[src/rtl/pwm_cfg_pkg.sv]
// ----------------------------------------------------------------------------
// pwm_cfg_pkg
//   Shared definitions for the PWM configuration shadow block: register word
//   addresses, CTRL/STATUS bit positions and the commit FSM state encoding.
// ----------------------------------------------------------------------------
package pwm_cfg_pkg;

    // Word addresses on the configuration bus
    localparam logic [2:0] ADDR_CTRL     = 3'd0;
    localparam logic [2:0] ADDR_THR1     = 3'd1;
    localparam logic [2:0] ADDR_THR2     = 3'd2;
    localparam logic [2:0] ADDR_PERIOD   = 3'd3;
    localparam logic [2:0] ADDR_STEP     = 3'd4;
    localparam logic [2:0] ADDR_INC_STEP = 3'd5;
    localparam logic [2:0] ADDR_STATUS   = 3'd6;

    // CTRL register bits
    localparam int CTRL_EN_BIT     = 0;
    localparam int CTRL_MODE_BIT   = 1;
    localparam int CTRL_COMMIT_BIT = 8;

    // STATUS register bits
    localparam int STAT_PENDING_BIT = 0;
    localparam int STAT_TIMEOUT_BIT = 1;
    localparam int STAT_CFGERR_BIT  = 2;

    // Commit sequencing states
    typedef enum logic [1:0] {
        ST_IDLE    = 2'd0,
        ST_PENDING = 2'd1,
        ST_APPLY   = 2'd2
    } commit_state_e;

endpackage

[src/rtl/pwm_commit_fsm.sv]
// ----------------------------------------------------------------------------
// pwm_commit_fsm
//   Sequences a software commit onto a PWM period boundary.
//   IDLE -> PENDING on an accepted commit; PENDING waits for period_end_i,
//   a disabled core, or the timeout; the apply strobe fires in that last
//   PENDING cycle so the active set is loaded at its closing edge, and the
//   following APPLY cycle drives the update pulse.
//
// Ports
//   clk_i, rst_i     clock, synchronous active-high reset
//   commit_i         validated commit request (ignored while PENDING)
//   period_end_i     period boundary pulse from the PWM core
//   en_active_i      currently active enable (0 = core idle, apply at once)
//   apply_o          combinational strobe: load active <= staging this edge
//   pending_o        FSM is in PENDING
//   applied_o        FSM is in APPLY (cycle after active fields changed)
//   timeout_set_o    apply was forced by the timeout counter
// ----------------------------------------------------------------------------
module pwm_commit_fsm
    import pwm_cfg_pkg::*;
#(
    parameter int TimeoutCyc = 65536
) (
    input  logic clk_i,
    input  logic rst_i,
    input  logic commit_i,
    input  logic period_end_i,
    input  logic en_active_i,
    output logic apply_o,
    output logic pending_o,
    output logic applied_o,
    output logic timeout_set_o
);

    localparam int             CntW    = $clog2(TimeoutCyc);
    localparam logic [CntW-1:0] CntLast = CntW'(TimeoutCyc - 1);

    commit_state_e   state_q, state_d;
    logic [CntW-1:0] cnt_q;
    logic            cnt_last;

    assign cnt_last = (cnt_q == CntLast);

    // NOTE: state is updated with non-blocking assignments only, so every
    // flop samples the pre-edge values regardless of process ordering.
    always_ff @(posedge clk_i) begin
        if (rst_i) begin
            state_q <= ST_IDLE;
            cnt_q   <= '0;
        end else begin
            state_q <= state_d;
            // Counts only while waiting; held at its last value (saturates).
            if (state_q != ST_PENDING) begin
                cnt_q <= '0;
            end else if (!cnt_last) begin
                cnt_q <= cnt_q + CntW'(1);
            end
        end
    end

    // NOTE: every output of this block gets a default first, so no path
    // through the case can leave a value unassigned and infer a latch.
    always_comb begin
        state_d       = state_q;
        apply_o       = 1'b0;
        timeout_set_o = 1'b0;
        unique case (state_q)
            ST_IDLE: begin
                if (commit_i) state_d = ST_PENDING;
            end
            ST_PENDING: begin
                if (period_end_i || !en_active_i || cnt_last) begin
                    apply_o       = 1'b1;
                    timeout_set_o = cnt_last;
                    state_d       = ST_APPLY;
                end
            end
            ST_APPLY: begin
                // A commit landing in the apply cycle queues the next set.
                state_d = commit_i ? ST_PENDING : ST_IDLE;
            end
            default: state_d = ST_IDLE;
        endcase
    end

    assign pending_o = (state_q == ST_PENDING);
    assign applied_o = (state_q == ST_APPLY);

endmodule

[src/rtl/pwm_config_shadow.sv]
// ----------------------------------------------------------------------------
// pwm_config_shadow
//   Configuration front end for one PWM channel. Software writes a staging
//   set over a word bus and sets COMMIT; the staged set is copied atomically
//   into the active outputs at the next period boundary so the core never
//   sees a torn threshold/period/step combination.
//
// Ports
//   clk_i, rst_i           clock, synchronous active-high reset
//   wr_en_i, rd_en_i       single-cycle write / read strobes
//   addr_i, wdata_i        word address and write data
//   rdata_o, rvalid_o      registered read data and its one-cycle valid
//   period_end_i           period boundary pulse from the PWM core
//   en_o, mode_o           active enable and mode (0 standard, 1 heartbeat)
//   thr1_o .. inc_step_o   active threshold/period/step fields
//   cfg_update_o           pulse in the cycle after the active set changed
//   pending_o              commit waiting for a boundary
// ----------------------------------------------------------------------------
module pwm_config_shadow
    import pwm_cfg_pkg::*;
#(
    parameter int Resolution = 16,
    parameter int DataWidth  = 32,
    parameter int TimeoutCyc = 65536
) (
    input  logic                  clk_i,
    input  logic                  rst_i,
    input  logic                  wr_en_i,
    input  logic                  rd_en_i,
    input  logic [2:0]            addr_i,
    input  logic [DataWidth-1:0]  wdata_i,
    output logic [DataWidth-1:0]  rdata_o,
    output logic                  rvalid_o,
    input  logic                  period_end_i,
    output logic                  en_o,
    output logic                  mode_o,
    output logic [Resolution-1:0] thr1_o,
    output logic [Resolution-1:0] thr2_o,
    output logic [Resolution-1:0] period_o,
    output logic [Resolution-1:0] step_o,
    output logic [Resolution-1:0] inc_step_o,
    output logic                  cfg_update_o,
    output logic                  pending_o
);

    typedef struct packed {
        logic                  en;
        logic                  mode;
        logic [Resolution-1:0] thr1;
        logic [Resolution-1:0] thr2;
        logic [Resolution-1:0] period;
        logic [Resolution-1:0] step;
        logic [Resolution-1:0] inc_step;
    } cfg_t;

    cfg_t                  stg_q;
    cfg_t                  act_q;
    logic                  cfg_err_q;
    logic                  timeout_q;
    logic [DataWidth-1:0]  rdata_q;
    logic                  rvalid_q;
    logic [DataWidth-1:0]  rd_mux;

    logic                  ctrl_wr;
    logic                  stat_wr;
    logic                  commit_wr;
    logic                  set_valid;
    logic                  commit_ok;
    logic                  cfg_err_set;
    logic                  apply;
    logic                  pending;
    logic                  applied;
    logic                  timeout_set;
    logic [Resolution-1:0] wfield;
    logic                  unused_wdata_hi;

    assign wfield          = wdata_i[Resolution-1:0];
    assign unused_wdata_hi = ^wdata_i[DataWidth-1:Resolution];

    assign ctrl_wr   = wr_en_i && (addr_i == ADDR_CTRL);
    assign stat_wr   = wr_en_i && (addr_i == ADDR_STATUS);
    assign commit_wr = ctrl_wr && wdata_i[CTRL_COMMIT_BIT];

    // The mode being written with COMMIT decides whether INC_STEP matters;
    // the numeric fields are taken from staging as it stands this cycle.
    assign set_valid = (stg_q.period != '0) &&
                       !(wdata_i[CTRL_MODE_BIT] && (stg_q.inc_step == '0));
    assign commit_ok = commit_wr && set_valid;
    // A commit while already pending is ignored entirely, so it cannot fail.
    assign cfg_err_set = commit_wr && !set_valid && !pending;

    pwm_commit_fsm #(
        .TimeoutCyc(TimeoutCyc)
    ) u_fsm (
        .clk_i        (clk_i),
        .rst_i        (rst_i),
        .commit_i     (commit_ok),
        .period_end_i (period_end_i),
        .en_active_i  (act_q.en),
        .apply_o      (apply),
        .pending_o    (pending),
        .applied_o    (applied),
        .timeout_set_o(timeout_set)
    );

    // Staging register bank
    always_ff @(posedge clk_i) begin
        if (rst_i) begin
            stg_q <= '0;
        end else if (wr_en_i) begin
            unique case (addr_i)
                ADDR_CTRL: begin
                    stg_q.en   <= wdata_i[CTRL_EN_BIT];
                    stg_q.mode <= wdata_i[CTRL_MODE_BIT];
                end
                ADDR_THR1:     stg_q.thr1     <= wfield;
                ADDR_THR2:     stg_q.thr2     <= wfield;
                ADDR_PERIOD:   stg_q.period   <= wfield;
                ADDR_STEP:     stg_q.step     <= wfield;
                ADDR_INC_STEP: stg_q.inc_step <= wfield;
                default: ;
            endcase
        end
    end

    // Active set: whole-struct copy on apply; a CTRL write with enable=0
    // drops en immediately and takes priority over a simultaneous apply.
    always_ff @(posedge clk_i) begin
        if (rst_i) begin
            act_q <= '0;
        end else begin
            if (apply) act_q <= stg_q;
            if (ctrl_wr && !wdata_i[CTRL_EN_BIT]) act_q.en <= 1'b0;
        end
    end

    // Sticky status flags; a set in the same cycle as a clear wins.
    always_ff @(posedge clk_i) begin
        if (rst_i) begin
            cfg_err_q <= 1'b0;
            timeout_q <= 1'b0;
        end else begin
            if (cfg_err_set) begin
                cfg_err_q <= 1'b1;
            end else if (stat_wr && wdata_i[STAT_CFGERR_BIT]) begin
                cfg_err_q <= 1'b0;
            end
            if (timeout_set) begin
                timeout_q <= 1'b1;
            end else if (stat_wr && wdata_i[STAT_TIMEOUT_BIT]) begin
                timeout_q <= 1'b0;
            end
        end
    end

    // Read mux over pre-edge staging, so a same-cycle write reads the old value
    always_comb begin
        rd_mux = '0;
        unique case (addr_i)
            ADDR_CTRL: begin
                rd_mux[CTRL_EN_BIT]   = stg_q.en;
                rd_mux[CTRL_MODE_BIT] = stg_q.mode;
            end
            ADDR_THR1:     rd_mux[Resolution-1:0] = stg_q.thr1;
            ADDR_THR2:     rd_mux[Resolution-1:0] = stg_q.thr2;
            ADDR_PERIOD:   rd_mux[Resolution-1:0] = stg_q.period;
            ADDR_STEP:     rd_mux[Resolution-1:0] = stg_q.step;
            ADDR_INC_STEP: rd_mux[Resolution-1:0] = stg_q.inc_step;
            ADDR_STATUS: begin
                rd_mux[STAT_PENDING_BIT] = pending;
                rd_mux[STAT_TIMEOUT_BIT] = timeout_q;
                rd_mux[STAT_CFGERR_BIT]  = cfg_err_q;
            end
            default: ;
        endcase
    end

    always_ff @(posedge clk_i) begin
        if (rst_i) begin
            rdata_q  <= '0;
            rvalid_q <= 1'b0;
        end else begin
            rvalid_q <= rd_en_i;
            rdata_q  <= rd_en_i ? rd_mux : '0;
        end
    end

    assign rdata_o      = rdata_q;
    assign rvalid_o     = rvalid_q;
    assign en_o         = act_q.en;
    assign mode_o       = act_q.mode;
    assign thr1_o       = act_q.thr1;
    assign thr2_o       = act_q.thr2;
    assign period_o     = act_q.period;
    assign step_o       = act_q.step;
    assign inc_step_o   = act_q.inc_step;
    assign cfg_update_o = applied;
    assign pending_o    = pending;

endmodule

[config.mk]
export PLATFORM = sky130hd
export DESIGN_NAME = pwm_config_shadow
export DESIGN_NICKNAME = d
export VERILOG_FILES = /design/src/rtl/pwm_cfg_pkg.sv /design/src/rtl/pwm_commit_fsm.sv /design/src/rtl/pwm_config_shadow.sv
export SDC_FILE = /design/constraint.sdc
export NUM_CORES = 1
export LEC_CHECK = 0
export CAP_MARGIN = 10
export CORE_MARGIN = 5
export CORE_UTILIZATION = 30
export CTS_BUF_LIST = sky130_fd_sc_hd__clkbuf_4 sky130_fd_sc_hd__clkbuf_8
export CTS_CLUSTER_SIZE = 25
export DETAILED_ROUTE_END_ITERATION = 7
export HOLD_SLACK_MARGIN = 0.02
export PLACE_DENSITY = 0.58
export SLEW_MARGIN = 20
export SYNTH_ARGS = -nofsm -noshare
export SYNTH_HDL_FRONTEND = slang
export SYNTH_SLANG_ARGS = --single-unit
[constraint.sdc]
create_clock -name clk_i -period 3.24 [get_ports clk_i]
set_input_delay 0.648 -clock clk_i [delete_from_list [all_inputs] [get_ports clk_i]]
set_output_delay 0.648 -clock clk_i [all_outputs]
set_load 0.05 [all_outputs]
==> metrics.cfg <==
[cts]
cts_resized=0
clockBufferDepth=3
cts_tree=yes
cts_buffers=36
cts_max_level=2
cts_root_buf=clkbuf_8
cts.sinks=201
clk_pin_slew_ps=60
cts_setup_buffers=0
hold_buffers=0
clock_latency_ps=520

[run_status]
status=completed

[sta]
layout_min_cycle_time_ps=2590
rsz0062_at_grt=false
max_slew.worst_pin.slew_ps=921
report.final.hold_viol_count=0
max-slew-margin-rel_pct=38.6
finalCritPeriodShare_pct=79.9
timing.hold.ws_ps=455
fmax_mhz=386
setup_viol=0
layout_setup_ws_ps=651
clock_skew_ps=10.4
slew_viol_final=0
setup_tns_ps=0

[critical_path]
crit_chain=nor2b_1, clkdlybuf4s50_1
start_kind=flip-flop
cp_data_arrival_time_ps=1940
critical_path.slowest_cell=clkdlybuf4s50_1
criticalPathCategory=flip-flop to output port
cp.required_ps=2590
critPathMaxStageDelay_ps=830
reg2regPathDepth=6
path_delay_family=buffers and inverters
rrSetupSlack_ps=1040
timing.rr.start=u_fsm.cnt_q[0]
worstPathMaxFanout=3
worstSetupEndpointType=output port
r2r-end=thr1_o[14]
worst-path-buf-inv=1

[placement]
hpwl_mm=18.5
placed_cell_area_um2=9920
gp_routability_congestion=0.844
port_buffers=124
dpl.cell_count=1454
place_ws_ps=464

[power]
ir_drop_mv=0.186
power.total_mw=5.22
powerDensity_nw_per_um2=490
p_leak_nw=3.49

[routing]
drc=0
ant_nets=0
drt_first_pass_iters=5
viasPerCell=4.80
wl_per_cell_um=17.1
wl_mm=25.9
drt_iter0_drc=611
via_count=7268

[yosys]
ys_types=61
netlist_instances=1002
ys_ff_latch=201
ys.flop_type=dfxtp_1
yosys_warnings=0
synth.avg_cell_area_um2=8.49
synth_edf_count=0
synth_sequential_area_ratio_pct=47.3
synthesis.area_um2=8500
synthArstFlopShare_pct=0

[grt]
gr-usage-all-layers_pct=15.7
grt.busiest_layer=met2
grt_pass1_wl_mm=39.3
met1_usage_pct=21.9
antenna_found_initial=0
grt_overflow=0
grt_use_met3_pct=3.92
first_global_vias=6735
grt_start_max_net_pins=85
met2_usage_pct=24.2

[run]
cap_violations=0

[die]
ios=157
die_height_um=178
floorplan.die_area_um2=31800
core_area_um2=27900
initial_core_util_pct=30.5
rows=61
die_w_um=178

[cells_and_area]
drive_gt1_share_pct=8.90
nets=1155
final_common_cell=nand2_1
n_antenna_cell=0
layout_common_cells=341 x nand2_1, 201 x dfxtp_1, 123 x clkdlybuf4s50_1
final_util_pct=38.2
area_growth_pct=25.2
stdcell_count=1513
final_area_um2=10600

[min_path]
worstHoldStart=thr1_o[0]
hold_path.class=flip-flop to flip-flop
min_to=thr1_o[0]
worstHoldPathCells=2

power breakdown:
part	switching, mW	leakage, nW	internal (mW)	total, mW
clock network	1.02	0.385	1.38	2.39
logic	0.218	1.48	0.0845	0.302
registers	0.0281	1.62	2.50	2.53
total	1.26	3.49	3.96	5.22
tightest hold or removal path, cell delays in order, from the launching register on:
cell and delay (ps):
dfxtp_1 300, nand2_1 50, mux2i_1 50
cell usage after synthesis (3+ instances only):
master    number  area, µm²
nand2_1      341       1280
dfxtp_1      201       4020
a21oi_1      115        576
mux2i_1      103       1030
clkbuf_1      43        161
nor2_1        23       86.3
buf_4         17        128
buf_2         16       80.1
a22oi_1       14        105
buf_12         9        180
nand3_1        8       40.0
nor2b_1        8       50.1
nor3_1         8       40.0
o21ai_0        8       40.0
nor4_1         7       43.8
inv_1          5       18.8
nand4_1        5       31.3
a31oi_1        4       25.0
and2_1         4       25.0
nand2b_1       4       25.0
a221oi_1       3       26.3
and3_1         3       18.8
clkbuf_2       3       15.0
sequential cells by signal, indices dropped and copies added (netlist names):
signal	flops
en_o	1
thr2_o	16
rdata_o	16
timeout_q	1
cfg_err_q	1
period_o	16
inc_step_o	16
mode_o	1
thr1_o	16
u_fsm.cnt_q	16
u_fsm.state_q	2
step_o	16
stg_q	82
rvalid_o	1
cells by family after synthesis:
group                    Yosys count  synth area share, %
AND/OR/NAND/NOR                  432                 21.7
flip-flops                       201                 47.3
AO/OA/AOI/OAI                    166                 11.4
multiplexers                     105                 12.4
buffers and inverters             95                 6.94
adder cells (fa/ha/maj)            1                0.147
other                              1               0.0441
XOR/XNOR                           1                0.103
how the worst max path moves through the flow:
stage	from	end	slack [ps]	depth (start not counted)
after floorplan	addr_i[1]	stg_q[10]	1420	7
after global placement	addr_i[1]	stg_q[36]	470	5
after detailed placement	addr_i[1]	stg_q[47]	460	5
after CTS	u_fsm.state_q[0]	pending_o	620	2
after global routing	u_fsm.state_q[0]	pending_o	560	2
final	u_fsm.state_q[0]	pending_o	650	2
layout make-up:
class,count,area [µm²]
tap,378,473
inverter,5,21.3
clock buffer,56,708
timing repair buffer,149,1450
multi-input combinational,721,3960
clock inverter,3,17.5
sequential,201,4020
fill,2886,17200
metal layers:
| layer | vias to the layer above | share of wire (%) |
|---|---|---|
| met2 | 239 | 45 |
| met1 | 3419 | 45 |
| met4 | 0 | 2.0 |
| met3 | 38 | 8.1 |
| li1 | 3572 | - |
| met5 | - | 0 |
Note: power is estimated with default switching activity, not from simulation.
